`config.mk`:
```
export PLATFORM = sky130hd
export DESIGN_NAME = fb_write_arbiter
export DESIGN_NICKNAME = d
export VERILOG_FILES = /design/src/rtl/paint_pkg.sv /design/src/rtl/rr_select.sv /design/src/rtl/fb_write_arbiter.sv
export SDC_FILE = /design/constraint.sdc
export NUM_CORES = 1
export LEC_CHECK = 0
export CORE_ASPECT_RATIO = 0.5
export CORE_MARGIN = 10
export CORE_UTILIZATION = 34
export CTS_CLUSTER_DIAMETER = 40
export DETAILED_ROUTE_END_ITERATION = 6
export HOLD_SLACK_MARGIN = 0.12
export PLACE_DENSITY = 0.8
export REMOVE_ABC_BUFFERS = 1
export SLEW_MARGIN = 20
export SYNTH_ARGS = -nofsm -noshare
export SYNTH_HDL_FRONTEND = slang
export SYNTH_SLANG_ARGS = --single-unit
```
`constraint.sdc`:
```
create_clock -name clk -period 2.6 [get_ports clk]
set_input_delay 0.26 -clock clk [delete_from_list [all_inputs] [get_ports clk]]
set_output_delay 0.26 -clock clk [all_outputs]
set_load 0.005 [all_outputs]
```
`src/rtl/paint_pkg.sv`:
```
// Shared definitions for the paint-side arbitration path.
// - Requester index constants (clear / brush / cursor)
// - Default coordinate and pixel widths
// - Arbiter state encoding
// - Helpers: cyclic round-robin index and one-hot to index
package paint_pkg;

  localparam int NUM_REQ    = 3;
  localparam int REQ_CLEAR  = 0;
  localparam int REQ_BRUSH  = 1;
  localparam int REQ_CURSOR = 2;

  localparam int COORD_W_DEF = 6;
  localparam int DATA_W_DEF  = 8;

  typedef enum logic {
    IDLE  = 1'b0,
    GRANT = 1'b1
  } arb_state_e;

  // k-th requester after 'last' in cyclic order. A pointer of 3 is not
  // reachable in normal operation; it is treated like 2 so requester 0
  // still comes first.
  function automatic logic [1:0] rr_idx(input logic [1:0] last, input int unsigned k);
    int unsigned s;
    s = ((last == 2'd3) ? 32'd2 : 32'(last)) + k;
    return 2'(s % 32'd3);
  endfunction

  function automatic logic [1:0] oh2idx(input logic [2:0] oh);
    logic [1:0] r;
    r = 2'd0;
    if (oh[1]) r = 2'd1;
    if (oh[2]) r = 2'd2;
    return r;
  endfunction

endpackage

```
`src/rtl/rr_select.sv`:
```
// Combinational round-robin pick among three requesters.
// Ports:
//   req   [2:0] in   request bits
//   last  [1:0] in   index of the previously served requester
//   pick  [2:0] out  one-hot winner (first req searching from last+1)
//   valid       out  any request present
module rr_select
  import paint_pkg::*;
(
  input  logic [2:0] req,
  input  logic [1:0] last,
  output logic [2:0] pick,
  output logic       valid
);

  logic [1:0] idx;

  always_comb begin
    pick  = '0;
    valid = 1'b0;
    idx   = '0;
    for (int unsigned k = 1; k <= NUM_REQ; k++) begin
      idx = rr_idx(last, k);
      if (!valid && req[idx]) begin
        pick[idx] = 1'b1;
        valid     = 1'b1;
      end
    end
  end

endmodule

```
`src/rtl/fb_write_arbiter.sv`:
```
// Framebuffer write-port arbiter: clear engine (0), brush (1), cursor (2).
// Round-robin grant, burst locking until the holder drops req or reaches
// MAX_BURST accepted writes, then one idle cycle before the next grant.
// Ports:
//   clk, rst (async, active low)
//   req[2:0], src_x/src_y/src_data   packed per-requester pixel
//   gnt[2:0]  registered one-hot grant,  ack[2:0] write accepted (comb)
//   wr_en/wr_x/wr_y/wr_data           framebuffer write, wr_ready backpressure
//   busy                              any grant held
module fb_write_arbiter
  import paint_pkg::*;
#(
  parameter int COORD_W   = COORD_W_DEF,
  parameter int DATA_W    = DATA_W_DEF,
  parameter int MAX_BURST = 16
) (
  input  logic                   clk,
  input  logic                   rst,
  input  logic [2:0]             req,
  input  logic [3*COORD_W-1:0]   src_x,
  input  logic [3*COORD_W-1:0]   src_y,
  input  logic [3*DATA_W-1:0]    src_data,
  output logic [2:0]             gnt,
  output logic [2:0]             ack,
  output logic                   wr_en,
  output logic [COORD_W-1:0]     wr_x,
  output logic [COORD_W-1:0]     wr_y,
  output logic [DATA_W-1:0]      wr_data,
  input  logic                   wr_ready,
  output logic                   busy
);

  localparam logic [7:0] CAP = 8'(MAX_BURST);

  arb_state_e state_q, state_d;
  logic [2:0] gnt_q, gnt_d;
  logic [1:0] last_q, last_d;
  logic [7:0] burst_q, burst_d;

  logic [2:0] pick;
  logic       pick_vld;
  logic [1:0] g;
  logic       req_g, accept, cap_hit;
  logic [7:0] burst_inc;

  logic [2:0][COORD_W-1:0] xs, ys;
  logic [2:0][DATA_W-1:0]  ds;

  assign xs = src_x;
  assign ys = src_y;
  assign ds = src_data;

  rr_select u_rr (
    .req   (req),
    .last  (last_q),
    .pick  (pick),
    .valid (pick_vld)
  );

  assign g         = oh2idx(gnt_q);
  assign req_g     = |(req & gnt_q);
  assign wr_en     = (state_q == GRANT) & req_g;
  assign accept    = wr_en & wr_ready;
  assign ack       = accept ? gnt_q : 3'b000;
  assign burst_inc = burst_q + 8'd1;
  // Compared at 8 bits: the accept that reaches the cap is the last one.
  assign cap_hit   = accept & (burst_inc == CAP);
  assign gnt       = gnt_q;
  assign busy      = |gnt_q;

  // Write mux: all-zero when nothing is granted.
  always_comb begin
    wr_x    = '0;
    wr_y    = '0;
    wr_data = '0;
    for (int i = 0; i < NUM_REQ; i++) begin
      if (gnt_q[i]) begin
        wr_x    = xs[i];
        wr_y    = ys[i];
        wr_data = ds[i];
      end
    end
  end

  always_comb begin
    state_d = state_q;
    gnt_d   = gnt_q;
    last_d  = last_q;
    burst_d = burst_q;
    case (state_q)
      IDLE: begin
        if (pick_vld) begin
          state_d = GRANT;
          gnt_d   = pick;
          burst_d = '0;
        end
      end
      GRANT: begin
        // A req drop and a cap hit on the same edge give one release.
        if (!req_g || cap_hit) begin
          state_d = IDLE;
          gnt_d   = '0;
          last_d  = g;
          burst_d = '0;
        end else if (accept) begin
          burst_d = burst_inc;
        end
      end
      default: begin
        state_d = IDLE;
        gnt_d   = '0;
        burst_d = '0;
      end
    endcase
  end

  always_ff @(posedge clk or negedge rst) begin
    if (!rst) begin
      state_q <= IDLE;
      gnt_q   <= '0;
      last_q  <= 2'd2;
      burst_q <= '0;
    end else begin
      state_q <= state_d;
      gnt_q   <= gnt_d;
      last_q  <= last_d;
      burst_q <= burst_d;
    end
  end

endmodule

```
; Yosys cells after proc, flatten, opt, wreduce, memory -nomap -nowiden
; Cells that the tools add are included.
[op_classes]
n_addsub = 4
multipliers = 0
div = 3
magnitude_cmp = 6
n_eq_ne = 5
shifts = 0
muxes = 41
bitwise_logic = 7
n_reduce_logical = 14
[op_table]
columns = op, count
row1 = "modulo 32 x 2 -> 32 bit, second input constant", 3
row2 = 2-to-1 mux 8 bit, 6
row3 = 2-to-1 mux 6 bit, 6
row4 = "adder 32 x 2 -> 32 bit, second input constant", 1
row5 = 2-to-1 mux 3 bit, 6
row6 = one-hot mux 8 bit (2 select lines), 1
row7 = 2-to-1 mux 1 bit, 12
row8 = "less-than comparator 2 x 3 -> 1 bit, second input constant", 3
row9 = "adder 8 x 1 -> 8 bit, second input constant", 1
row10 = "equality test 8 x 5 -> 1 bit, second input constant", 1
row11 = binary-select mux 1 bit (select 2 bit), 3
row12 = demux 1 bit (select 2 bit), 3
row13 = "greater-or-equal comparator 2 x 1 -> 1 bit, second input constant", 3
row14 = OR 3 bit, 2
row15 = one-hot mux 3 bit (2 select lines), 1
row16 = AND reduction 2 bit, 3
row17 = OR reduction 3 bit, 2
row18 = logical AND 1 bit, 5
row19 = 2-to-1 mux 2 bit, 2
row20 = "adder 2 x 1 -> 3 bit, second input constant", 1
row21 = "adder 2 x 2 -> 3 bit, second input constant", 1
row22 = bitwise AND 1 bit, 3
row23 = bitwise AND 3 bit, 1
row24 = zero test 1 bit, 3
row25 = 7 further kinds, 7
[totals]
regBits = 14
latch_bits = 0
ram_bits = 0
romBits = 0
input_bits = 66
out_inout_bits = 28
word_cells = 84
memories = 0

; Longest topological paths before layout
[depth]
ltp_word = 15
mapped_depth = 6
depth_no_buf = 6

; Hierarchy
; From an unflattened synthesis, not the netlist that was laid out.
[hier_totals]
hier_cells = 209
area_unflattened_um2 = 1461.4
[by_module_without_submodules]
columns = mod, n_inst, cells_each, area_each_um2, seq_area_each_um2
row1 = fb_write_arbiter, 1, 178, 1273.7, 351.6
row2 = rr_select, 1, 31, 187.7, 0.0

; Worst setup path after synthesis
; OpenSTA, ideal clock, no wires.
[synth_path]
path_kind = reg2reg
from = reg burst_q[0]
to = reg last_q[0]
setup_ns = 0.128
arrival_time_ns = 1.714
slack_ns = 0.759
path_stages_with_launch = 7
n_path_buf = 0
cell_sequence = dfrtp_1 ha_1 o21ai_0 o22ai_2 a2111oi_4 o21ai_2 mux2_1
[synth_via]
elab_chain_len = 5
[synth_lines]
columns = element, line_no
row1 = "start, declared", fb_write_arbiter.sv:38  ; logic [7:0] burst_q, burst_d;
row2 = "start signal, assigned", fb_write_arbiter.sv:127  ; burst_q <= burst_d;
row3 = adder 8 x 1 -> 8 bit, fb_write_arbiter.sv:65  ; assign burst_inc = burst_q + 8'd1;
row4 = equality test 8 x 5 -> 1 bit, fb_write_arbiter.sv:67  ; assign cap_hit = accept & (burst_inc == CAP);
row5 = bitwise AND 1 bit, fb_write_arbiter.sv:67
row6 = logical OR 1 bit, fb_write_arbiter.sv:100  ; if (!req_g || cap_hit) begin
row7 = AND reduction 2 bit (no line), --
row8 = "end signal, assigned", fb_write_arbiter.sv:126  ; last_q <= last_d;
row9 = "end, declared", fb_write_arbiter.sv:37  ; logic [1:0] last_q, last_d;
; Every way passes these cells.
; A chain may end at the register's enable or synchronous reset.

; Final worst setup path
[layout_path]
from = in req[1]
to = out ack[2]
[layout_via]
elab_chain_len = 5
[layout_lines]
columns = element, line_no
row1 = "start, declared", fb_write_arbiter.sv:19  ; input logic [2:0] req,
row2 = bitwise AND 3 bit, fb_write_arbiter.sv:61  ; assign req_g = |(req & gnt_q);
row3 = OR reduction 3 bit, fb_write_arbiter.sv:61
row4 = bitwise AND 1 bit, fb_write_arbiter.sv:62  ; assign wr_en = (state_q == GRANT) & req_g;
row5 = bitwise AND 1 bit, fb_write_arbiter.sv:63  ; assign accept = wr_en & wr_ready;
row6 = 2-to-1 mux 3 bit, fb_write_arbiter.sv:64  ; assign ack = accept ? gnt_q : 3'b000;
row7 = "end, declared", fb_write_arbiter.sv:24  ; output logic [2:0] ack,
; Every way passes these cells.

==> metrics.log <==
[metrics] result of the run: finished clean
[metrics] Flop pwr share: 19.0%
[metrics] CP Max Fanout: 5
[metrics] Arr. time, crit path: 2.17 ns
[metrics] drt initial violations: 96
[metrics] kind of end point of the critical path: primary output
[metrics] IO buf count: 93
[metrics] setup TNS: 0 ns
[metrics] number of placed instances, taps included: a little over 300
[metrics] Net Sw Frac: 37.68%
[metrics] post-layout power: 1.659 mW
[metrics] P_leak: 0.8626 nW
[metrics] combinational share of power: 68.4%
[metrics] insertion delay to the later sink of the worst-skew pair: 0.25 ns
[metrics] height of the die: 63.35 um
[metrics] number of global-route vias before repair: 1541
[metrics] dpl cell area: 0.002255 mm^2
[metrics] Final setup viols: 0
[metrics] final worst clock skew: around 0.0057 ns
[metrics] count of clock tree sinks: 14
[metrics] initial core utilization: 36.21%
[metrics] Worst Setup Slack post-DPL: 0.1948 ns
[metrics] most frequent cells in the layout: 93 x sky130_fd_sc_hd__clkdlybuf4s50_1, 29 x sky130_fd_sc_hd__o21ai_0, 26 x sky130_fd_sc_hd__nand2_1, 20 x sky130_fd_sc_hd__a22oi_1, 13 x sky130_fd_sc_hd__dfrtp_1
[metrics] wire length of the first global-routing pass: 8583 um
[metrics] share of the yosys chip area belonging to registers: roughly 28%
[metrics] final critical-path share of the clock period: 93.33%
[metrics] share of Yosys cell area claimed by the top area cell type: 25.47%
[metrics] time the worst path needs with I/O delays and setup: around 2.4 ns
[metrics] ANT cells: 0
[metrics] worst slew slack as a fraction of its limit: 58.51%
[metrics] delay of the slowest cell on the worst path: 0.60 ns
[metrics] CTS max path bufs: 2
[metrics] antenna violations before repair: 0
[metrics] Die Outline Area: between 0.006 and 0.007 mm^2
[metrics] hold_ws: 0.4019 ns
[metrics] Post-Synthesis Cells: 169
[metrics] htree depth: 1
[metrics] total of hold buffers inserted after clock tree synthesis: 0
[metrics] filler cell count in the final layout: 314
[metrics] dpl hpwl: 4753 um
[metrics] relative contribution of the clock network to total power: 12.7%
[metrics] proportion of synthesized flip-flops having asynchronous set or reset: 100.0%
[metrics] primary flip-flop cell chosen by synthesis mapping: sky130_fd_sc_hd__dfrtp_1
[metrics] Total Routed Length: 5721 um
[metrics] top-level port count: 94
[metrics] Final Hold Vio Count: 0
[metrics] width of the chip: between 100 and 150 um
[metrics] cells along the critical path: clkdlybuf4s50_1, a222oi_1, nor3b_1, and2_1, clkdlybuf4s50_1
[metrics] internal portion of total power: 1.034 mW
[metrics] RePlAce Congestion: 0.8293
[metrics] cell seen most often among critical-path stages: sky130_fd_sc_hd__clkdlybuf4s50_1
[metrics] remaining antenna violation count after routing: 0
[metrics] number of enable flip-flop cells after synthesis: 0
[metrics] unrepaired setup endpoints after global routing: no
[metrics] maximum number of pins on one net before global-route repair: 48
[metrics] Ys Warns: 0
[metrics] placeable core region: 0.003528 mm^2
[metrics] largest cells by area after synthesis: sky130_fd_sc_hd__dfrtp_1 25%, sky130_fd_sc_hd__a22oi_1 12%, sky130_fd_sc_hd__o21ai_0 11%
[metrics] CTS clk-pin slew, worst paths: approximately 0.060 ns
[metrics] most common cell after layout, fill and taps aside: sky130_fd_sc_hd__clkdlybuf4s50_1
[metrics] fraction of layout cells with a size suffix above 1: 6.977%
[metrics] crit-path leading delay family: buffers and inverters
[metrics] startpoint type of the worst setup path: input pin
[metrics] number of slew-limit violations in the final report: 0
[metrics] total DRC errors in the routed layout: 0
[metrics] overflow left after global routing: 0
[metrics] slowest cell on the critical path: sky130_fd_sc_hd__a222oi_1
[metrics] number of buffers inserted during clock tree synthesis: 3
[metrics] combined buffer and inverter count along the critical path: 2
[metrics] clock root cell: sky130_fd_sc_hd__clkbuf_8
[metrics] synthesized flop and latch total: 14
[metrics] required time reported for the critical path endpoint: 2.34 ns
[metrics] start-to-end type of the worst setup path: input pin to primary output
[metrics] final std cells w/o fill: just over 300
[metrics] routed length per instance: 18.51 um
[metrics] Unique masters post-synth: 40
[metrics] mean area per synthesized cell: about 7.6 um^2
[metrics] number of vias per cell after detailed routing: 5.301
[metrics] via count of the routed design: 1638
[metrics] post-CTS setup repair buffer count: 0
[metrics] GRT Total Usage: 15.51%
[metrics] PnR worst setup slack: roughly 0.17 ns
[metrics] cell type with the largest total area after synthesis: sky130_fd_sc_hd__dfrtp_1
[metrics] max-capacitance violation count: 0
[metrics] Max VDD drop: between 0.4 and 0.5 mV
[metrics] CTS tree: done
[metrics] slack of the worst reg-to-reg path: 0.53 ns
[metrics] std cell rows: 15
[metrics] final std cell area, no fill: 0.002310 mm^2
[metrics] final cell utilization of the core: about two thirds
[metrics] Hold WC Path Type: input pin to asynchronous set/reset pin
[metrics] Least-Margin Pin Slew: 0.6204 ns
[metrics] timing-limited maximum frequency: 412.1 MHz
[metrics] number of iterations in the first detailed-routing pass: 4
[metrics] final-stage net count: 327
[metrics] post-cts repair resize count: 0
[metrics] Area Overhead vs Synth: 80.80%
[metrics] post-synthesis instance area: 0.001277 mm^2
[metrics] switching component of the power: 625.3 uW
[metrics] power per standard cell area: 718.4 mW/mm^2
sequential cells by signal (all words and copies together), names as in the netlist:
register,flops
gnt,3
last_q,2
burst_q,8
state_q,1
layout make-up:
cell class                 count  area (um^2)  share of cell area (%)
multi-input combinational    138        855.8                   37.05
inverter                       4        15.01                  0.6501
timing repair buffer          98        968.4                   41.93
clock buffer                   4        55.05                   2.384
tap                           51        63.81                   2.763
sequential                    14        351.6                   15.22
synth_stat cells (2+ instances only):
cell type / number
sky130_fd_sc_hd__o21ai_0: 29
sky130_fd_sc_hd__nor2_1: 7
sky130_fd_sc_hd__o21ai_2: 2
sky130_fd_sc_hd__clkbuf_1: 9
sky130_fd_sc_hd__nand3_1: 5
sky130_fd_sc_hd__inv_1: 4
sky130_fd_sc_hd__ha_1: 2
sky130_fd_sc_hd__nor3b_1: 2
sky130_fd_sc_hd__o31ai_1: 2
sky130_fd_sc_hd__mux2_1: 2
sky130_fd_sc_hd__a22oi_1: 20
sky130_fd_sc_hd__buf_2: 2
sky130_fd_sc_hd__nand2_1: 26
sky130_fd_sc_hd__dfrtp_1: 13
sky130_fd_sc_hd__o2bb2ai_1: 3
sky130_fd_sc_hd__nor2b_1: 3
sky130_fd_sc_hd__a31oi_1: 3
sky130_fd_sc_hd__nand4_1: 2
sky130_fd_sc_hd__and2_1: 6
sky130_fd_sc_hd__nand2b_1: 2
sky130_fd_sc_hd__a21oi_1: 6
worst paths after layout:
kind / end / from / depth (start not counted)
setup reg to reg: last_q[0]$_DFFE_PN0P_ / burst_q[0]$_DFFE_PN0P_ / 6
hold reg to reg: last_q[0]$_DFFE_PN0P_ / last_q[0]$_DFFE_PN0P_ / 1
hold / removal: gnt[1]$_DFFE_PN0P_ / rst / 1
min in group clk: last_q[0]$_DFFE_PN0P_ / last_q[0]$_DFFE_PN0P_ / 1
setup / recovery: ack[2] / req[1] / 5
max in group asynchronous: burst_q[1]$_DFFE_PN0P_ / rst / 1
cell families after synthesis:
family / share of synthesized area, %
simple gates: 23.21
flops: 27.52
compound gates: 39.28
fa+ha+maj: 1.959
buf+inv: 5.484
mux: 2.546
power groups by stage:
| stage | combinational [mW] | clock, mW | sequential, mW |
|---|---|---|---|
| 2_1_floorplan | 0.369 | 0 | 0.385 |
| 3_3_place_gp | 1.12 | 0 | 0.319 |
| 3_5_place_dp | 1.14 | 0 | 0.318 |
| 4_1_cts | 1.15 | 0.214 | 0.315 |
| 5_1_grt | 1.23 | 0.225 | 0.323 |
| 6_report | 1.13 | 0.210 | 0.315 |
layer usage:
metal | global-route usage (%) | up-vias | share of wire, %
met4 | 2.181 | 0 | 0.68
met2 | 29.27 | 69 | 50
met3 | 5.882 | 4 | 11
met5 | 0 | - | 0
li1 | - | 805 | -
met1 | 16.28 | 760 | 39
(Power assumes the default switching activity.)
==> RTL change, RTL diff (config.mk and constraints unchanged) <==
Reset style: synchronous (`rst`), changed in one clocked block. Comments in the files are not updated.
--- a/src/rtl/fb_write_arbiter.sv
+++ b/src/rtl/fb_write_arbiter.sv
@@ -114,7 +114,7 @@
     endcase
   end
 
-  always_ff @(posedge clk or negedge rst) begin
+  always_ff @(posedge clk) begin
     if (!rst) begin
       state_q <= IDLE;
       gnt_q   <= '0;
Behaviour: differs if rst is asserted again (counterexample within 4 cycles, from zero or initial values and one cycle with rst low); with rst held inactive, the same outputs for 4 cycles.
==> RTL change against the original RTL <==
  * Final area down 1.6%
  * Worst setup slack better by 0.19 ns
  * Wire length down 4.6%
  * Critical endpoint is now wr_x[2]
  * Area after synthesis down 1.6%
  * Core utilization down 0.37 points
  * Highest routed layer unchanged
  * Sequential cell count unchanged
Power is not compared: it rests on default switching activity, and its combinational part moved more than twofold at a synthesized area within 25%.
==> RTL change: results (changes against the original RTL) <==
placed cell areas 2220 um2 (-1.7%); Reg2Reg Launch Point burst_q[0]; Synth area leaders dfxtp_1 (22%), a22oi_1 (13%), o21ai_0 (10%); Slew HR 48.8% (-9.7 points); TritonRoute pass-1 iters 4 (unchanged); largest net degree at the start of global routing 25 (-48%); initial antenna violation count 0 (unchanged); # Post-CTS Setup Buffers 0 (unchanged); Total Routing Usage GR 15.8% (+0.28 points); Root Buffer clkbuf_8; max FFs per register 8 (unchanged); Worst Clk Skew 0.00226 ns (-0.00343 ns); Max clock buf depth 2 (unchanged); async set-reset flop share out of synthesis 0% (-100 points); Seq/Total Area, Yosys 22.3% (-5.2 points); CTS Buf Count 3 (unchanged); clock slew at reported path FFs 0.06 ns (about the same); Worst EP arrival 1.97 ns (-0.20 ns); vias in the first global route 1,583 (+2.7%); commonest cells in the netlist nand2_1 (29), o21ai_0 (25), a22oi_1 (21); Switching Fraction 26.5%; layout cell share with drive strength beyond 1 5.28% (-1.7 points); Hold Crit Depth 2; worst-case hold path end point last_q[0]; CP Max Fanout 17 (+12); Worst Reg-to-Reg Cells 7 (+1); post-cts sizing count 0 (unchanged); Placer Congestion 0.854 (+3.0%); HP Start last_q[0]; DRT iter0 DRCs 88 (-8.3%); synth unique cells 40 (unchanged); first-pass GRT wire length 8670 um (+1.0%); n_diodes 0 (unchanged); worst min path class flip-flop to flip-flop; FF-to-FF setup slack 0.47 ns (-0.06 ns); Port Buffers 93 (unchanged); wire per inst 17.3 um (-6.8%); synth warn 0 (unchanged); status finished, final reports clean; DR vias 1,684 (+2.8%); capturing point of the worst reg2reg path burst_q[7]; Largest Register burst_q; Pleak 0.000817 uW; DP HPWL 4400 um (-7.4%); WS Path Type flip-flop to output port; clock latency at the later pin of the worst-skew pair 0.25 ns (about the same); Top FF cell, synth dfxtp_1; layout net count 334 (+2.1%); Peak VDD IR 267 uV; H-tree Lvls 1 (unchanged)
[RTL change: metrics by stage]
step	power, uW	instances	worst slack, ns	util [%]	hold WS [ns]
6_report	737	316	0.368	65.1	0.495
5_1_grt	775	316	0.237	65.1	0.527
4_1_cts	740	316	0.351	65.1	0.497
3_5_place_dp	522	312	0.320	63.5	0.491
3_3_place_gp	515	312	0.411	63.5	0.474
2_1_floorplan	313	163	0.424	-	0.383
[RTL change: cells by family (layout without fill, tap and decap cells)]
| group | Yosys count | count (layout) | synth area share, % |
|---|---|---|---|
| and+or+nand+nor | 75 | 75 | 31.4 |
| AOI/OAI and AO/OA | 64 | 64 | 33.3 |
| buffers and inverters | 17 | 105 | 6.67 |
| DFF | 14 | 14 | 22.3 |
| muxes | 4 | 4 | 3.58 |
| adders and majority gates | 2 | 2 | 1.99 |
| xor gates and xnor gates | 1 | 1 | 0.697 |
[RTL change: worst max path at each step]
stage,start,end,slack [ns],depth (start not counted)
floorplan,gnt[2],burst_q[5],0.42,6
global route,req[0],ack[1],0.24,5
CTS,req[0],ack[1],0.35,5
finish,gnt[1],wr_x[2],0.37,4
global placement,req[0],ack[1],0.41,5
detailed placement,req[0],burst_q[7],0.32,8
[RTL change: layout make-up]
type / count / area, um2
clock buffers: 4 / 55.1
fillers: 314 / 1220
inverters: 3 / 11.3
multi-input cells: 146 / 893
flip-flops and latches: 14 / 280
well taps: 51 / 63.8
repair buffers: 98 / 968
[RTL change: metal layers]
| layer | global-route usage (%) | vias to the layer above | routed length, um |
|---|---|---|---|
| li1 | - | 834 | - |
| met5 | 0 | - | 0 |
| met1 | 17.6 | 786 | 2150 |
| met4 | 4.19 | 0 | 72 |
| met3 | 3.29 | 6 | 328 |
| met2 | 29.4 | 58 | 2900 |
[RTL change: worst max-delay path, stage by stage, from the launching register on]
cell,delay [ns]
dfxtp_1,0.53
buf_4,0.30
a22oi_1,0.11
o21ai_0,0.21
clkdlybuf4s50_1,0.56
[RTL change: power groups by stage]
| stage | Clock [uW] | Sequential, uW | Combinational (uW) |
|---|---|---|---|
| after CTS | 222 | 234 | 284 |
| after floorplan | 0 | 242 | 71.0 |
| after global placement | 0 | 239 | 276 |
| final | 220 | 234 | 283 |
| after detailed placement | 0 | 239 | 283 |
| after global routing | 233 | 236 | 305 |
